## config.mk

```make
export PLATFORM = sky130hd
export DESIGN_NAME = rv_serializer
export DESIGN_NICKNAME = d
export VERILOG_FILES = /design/src/rtl/rv_serializer.sv
export SDC_FILE = /design/constraint.sdc
export NUM_CORES = 1
export LEC_CHECK = 0
export BUFFER_PORTS_ARGS = -buffer_cell sky130_fd_sc_hd__buf_2
export CELL_PAD_IN_SITES_DETAIL_PLACEMENT = 0
export CELL_PAD_IN_SITES_GLOBAL_PLACEMENT = 2
export CORE_AREA = 3 3 84 86
export DETAILED_ROUTE_END_ITERATION = 7
export DIE_AREA = 0 0 87 89
export GPL_TIMING_DRIVEN = 0
export PLACE_DENSITY_LB_ADDON = 0.1
export SLEW_MARGIN = 10
export SYNTH_ARGS = -nofsm -noshare
export SYNTH_HDL_FRONTEND = slang
export SYNTH_SLANG_ARGS = --single-unit
```

## constraint.sdc

```tcl
create_clock -name clk -period 2 [get_ports clk]
set_input_delay 0.4 -clock clk [delete_from_list [all_inputs] [get_ports clk]]
set_output_delay 0.4 -clock clk [all_outputs]
set_load 0.1 [all_outputs]
```

## src/rtl/rv_serializer.sv

```systemverilog
// Wide-to-narrow ready/valid serializer: accepts one IN_WIDTH word and emits it
// as RATIO beats of OUT_WIDTH bits, flagging the final beat with last_out.
module rv_serializer #(
  parameter int IN_WIDTH  = 32,
  parameter int OUT_WIDTH = 8,
  parameter int LSB_FIRST = 1
) (
  input  logic                 clk,
  input  logic                 reset,
  input  logic                 valid_in,
  input  logic [IN_WIDTH-1:0]  data_in,
  output logic                 ready_in,
  output logic                 valid_out,
  output logic [OUT_WIDTH-1:0] data_out,
  output logic                 last_out,
  input  logic                 ready_out
);

  localparam int RATIO = IN_WIDTH / OUT_WIDTH;
  localparam int CNT_W = (RATIO > 1) ? $clog2(RATIO) : 1;
  localparam logic [CNT_W-1:0] CNT_ZERO = CNT_W'(0);
  localparam logic [CNT_W-1:0] CNT_ONE  = CNT_W'(1);
  localparam logic [CNT_W-1:0] CNT_LAST = CNT_W'(RATIO - 1);

  generate
    if (((IN_WIDTH % OUT_WIDTH) != 0) || (RATIO < 2)) begin : g_bad_ratio
      $error("rv_serializer: IN_WIDTH must be an exact multiple (>= 2x) of OUT_WIDTH");
    end
  endgenerate

  typedef enum logic [0:0] {
    IDLE = 1'b0,
    BUSY = 1'b1
  } state_t;

  state_t                 state_r, state_s;
  logic [IN_WIDTH-1:0]    word_r;
  logic [CNT_W-1:0]       count_r;
  logic [OUT_WIDTH-1:0]   data_r;
  logic                   ready_s;
  logic                   last_s;
  logic                   in_hs_s;
  logic                   out_hs_s;
  logic                   load_s;
  logic                   adv_s;
  logic                   done_s;

  // Beat index idx of word w, honouring the configured slice order.
  function automatic logic [OUT_WIDTH-1:0] slice_f(input logic [IN_WIDTH-1:0] w,
                                                   input logic [CNT_W-1:0]    idx);
    logic [CNT_W-1:0] pos;
    pos = (LSB_FIRST != 0) ? idx : (CNT_LAST - idx);
    slice_f = w[pos*OUT_WIDTH +: OUT_WIDTH];
  endfunction

  // Handshake decode and next-state selection.
  always_comb begin
    state_s  = state_r;
    load_s   = 1'b0;
    adv_s    = 1'b0;
    done_s   = 1'b0;
    last_s   = (state_r == BUSY) && (count_r == CNT_LAST);
    if (reset) begin
      ready_s = 1'b0;
    end else if (state_r == IDLE) begin
      ready_s = 1'b1;
    end else begin
      ready_s = last_s && ready_out;
    end
    in_hs_s  = valid_in && ready_s;
    out_hs_s = (state_r == BUSY) && ready_out;
    case (state_r)
      IDLE: begin
        if (in_hs_s) begin
          state_s = BUSY;
          load_s  = 1'b1;
        end else begin
          state_s = IDLE;
        end
      end
      BUSY: begin
        if (out_hs_s && last_s) begin
          // A word arriving on the final beat reloads in place: no bubble.
          if (in_hs_s) begin
            state_s = BUSY;
            load_s  = 1'b1;
          end else begin
            state_s = IDLE;
            done_s  = 1'b1;
          end
        end else if (out_hs_s) begin
          adv_s = 1'b1;
        end else begin
          state_s = BUSY;
        end
      end
      default: begin
        state_s = IDLE;
      end
    endcase
  end

  // State, word, beat counter and registered output beat.
  always_ff @(posedge clk) begin
    if (reset) begin
      state_r <= IDLE;
      word_r  <= {IN_WIDTH{1'b0}};
      count_r <= CNT_ZERO;
      data_r  <= {OUT_WIDTH{1'b0}};
    end else begin
      state_r <= state_s;
      if (load_s) begin
        word_r  <= data_in;
        count_r <= CNT_ZERO;
        data_r  <= slice_f(data_in, CNT_ZERO);
      end else if (adv_s) begin
        count_r <= count_r + CNT_ONE;
        data_r  <= slice_f(word_r, count_r + CNT_ONE);
      end else if (done_s) begin
        count_r <= CNT_ZERO;
      end else begin
        count_r <= count_r;
      end
    end
  end

  assign ready_in  = ready_s;
  assign valid_out = (state_r == BUSY);
  assign data_out  = data_r;
  assign last_out  = last_s;

endmodule

```

==> impl_metrics.ini <==
[run_status]
status = complete, no violations

[logic_synthesis]
ys_ff_latch = 43
syn_inst = 204
ys_types = 34
syn_nets = 241
syn_area_sq_um = 2000
ys_warn_count = 0
avgSynthCellArea_sq_um = 9.83
ys_seq_area_frac = 0.429

[sta]
clock-skew-final_ns = 0.00711
fin_tns_setup_ns = 0
timing.slew.headroom = 0.677
drv_slew = 0
period_share = 0.941
rsz0062_at_grt = false
setup_viol = 0
fmax_ghz = 0.531
min_period_ns = 1.88
worstMarginPinSlew_ns = 0.487
hold_viol = 0

[power_and_ir_drop]
p_switching_mw = 0.618
p_leak_nw = 1.07
power.share.clock = 0.278
seqPwrFrac = 0.494
power_density_nw_per_um2 = 798
p_comb_frac = 0.228
vdd_drop_max_mv = 0.313
p_int_mw = 1.32
p_sw_frac = 0.319

[final_layout]
syn_to_final_growth_pct = 21.1
finalNonFillerCells = 334
design_area_sq_um = 2430
fin_util = 0.382
nets = 293
fillers = 674
multiInputGateArea_sq_um = 1050
layout-drive-gt1-share = 0.381
antennaDiodeCount = 0
seqCellArea_sq_um = 862

[drt]
wl_per_cell_um = 14.4
ant_nets = 0
dr.first_iter.drc_count = 73
drc = 0
via_per_inst = 4.64
firstDrtPassIters = 4
wirelength_um = 4820
via_count = 1550

[clocking]
clock_sinks = 43
ctsHoldBuffers = 0
cts_tree = done
cts.clk_slew.worst_paths_ns = 0.08
clk_path_buf_depth = 2
cts_max_level = 2
root_buffer = clkbuf_8
cts_made_buffers = 5
clock_latency_ns = 0.29

[worst_setup_path]
start_kind = register
slowest_delay_ns = 0.34
worstPathRequired_ns = 1.60
crit_family = flip-flops
cp-end-kind = output pin
crit_fanout = 7
crit_type = register to output pin
cp_num_buf_inv = 1
path_cells = ha_1 -> a21boi_4 -> nor2_4 -> buf_4
slowest_stage = dfxtp_1
r2r_slack_ns = 0.33
critPathArrivalTime_ns = 1.48

[die]
core_sq_um = 6350
dieWidth_um = 87
die_h_um = 89
boundaryPins = 47
rows = 29
die_area_sq_um = 7740
start_util = 0.316

[placed_design]
dp.cells = 327
portBuffers = 46
place_area_sq_um = 2340
gp_congestion = 0.733
hpwl_um = 3670

[grt]
grt_pass1_wl_um = 7960
grt_pass1_vias = 1547
grtUsageTotal = 0.135
grt.overflow.total = 0
antenna_found_initial = 0
grt_max_degree = 14

[flow_run]
cap_violations = 0

[min_path]
hp-class = primary input to register
-- Yosys cell counts (all sizes together) --
cell,count,area (sq um)
nor3,3,15.0
a21bo,1,10.0
a21o,1,7.51
buf,11,85.1
nor2b,2,15.0
mux4,8,180
nand3b,25,188
ha,1,12.5
nand2,66,273
a21boi,1,18.8
nand2b,2,22.5
a311oi,7,105
a22oi,1,7.51
a211oi,1,7.51
nor2,15,80.1
a21oi,3,26.3
nor4,1,6.26
a22o,7,61.3
clkbuf,3,12.5
inv,1,3.75
and2,1,6.26
dfxtp,43,861
-- routing by layer --
layer | GRT usage | vias up | share of wire
li1 | - | 813 | -
met2 | 0.195 | 48 | 0.42
met4 | 0.0340 | 0 | 0.0048
met1 | 0.198 | 687 | 0.51
met3 | 0.0378 | 2 | 0.066
met5 | 0 | - | 0
-- cell type report --
type | instances | area share
clock buffer | 6 | 0.0299
inverter | 1 | 0.00155
timing repair buffer | 46 | 0.0969
buffer | 13 | 0.0387
tap | 77 | 0.0397
clock inverter | 2 | 0.00515
multi-input combinational | 146 | 0.433
sequential | 43 | 0.355
-- sequential cells by signal, indices dropped and copies added, names as in the netlist --
signal / flops
count_r: 2
word_r: 32
data_out: 8
valid_out: 1
-- timing repair --
action                                  4_1_cts  5_1_grt
setup buffers                                 0        0
endpoints found under the setup margin        1        1
endpoints found under the hold margin         0        0
resized for setup                             1        1
-- path summary, 6_finish.rpt --
check / to / startpoint / depth (start not counted)
max: ready_in / count_r[0] / 4
min: word_r[26] / data_in[26] / 3
max reg2reg: data_out[0] / count_r[0] / 5
min reg2reg: word_r[8] / word_r[8] / 2
-- logic make-up (layout without fill, tap and decap cells) --
family,after synthesis,count (layout),synth area share
adders and majority gates,1,1,0.00624
buffers and inverters,15,68,0.0506
muxes,8,8,0.0899
and+or+nand+nor,115,115,0.302
DFF,43,43,0.429
AOI/OAI and AO/OA,22,22,0.122
-- power by group through the flow --
stage / sequential [mW] / combinational (mW) / clock, mW
after floorplan: 1.09 / 0.220 / 0
after global placement: 0.975 / 0.446 / 0
after detailed placement: 0.975 / 0.447 / 0
after CTS: 0.955 / 0.449 / 0.570
after global routing: 0.962 / 0.481 / 0.601
final: 0.955 / 0.442 / 0.539
-- metrics by stage --
stage | worst slack, ns | total power, mW | hold WS (ns)
after floorplan | 0.303 | 1.31 | 0.437
after global placement | -0.168 | 1.42 | 0.454
after detailed placement | -0.147 | 1.42 | 0.456
after CTS | 0.00974 | 1.97 | 0.272
after global routing | 0.0421 | 2.04 | 0.274
final | 0.118 | 1.94 | 0.285
-- worst reg2reg max path, cell delays in order (launching register included) --
cell and delay [ns]:
dfxtp_1 0.32, ha_1 0.27, buf_4 0.20, mux4_2 0.53, nor3_1 0.16, nor4_1 0.07
-- layout by cell type, fill, tap and decap left out, types with 2 or more instances in the layout --
master    instances
buf_2            49
nor2_1           12
nand2_1          58
dfxtp_1          42
mux4_2            8
nor3_1            3
buf_6             3
clkbuf_1          3
nand3b_1         25
buf_4             2
a22o_1            7
clkbuf_8          5
nor2_4            2
nand2_2           7
a311oi_2          7
a21oi_1           2
No activity file was read; power rests on OpenSTA's default activity.
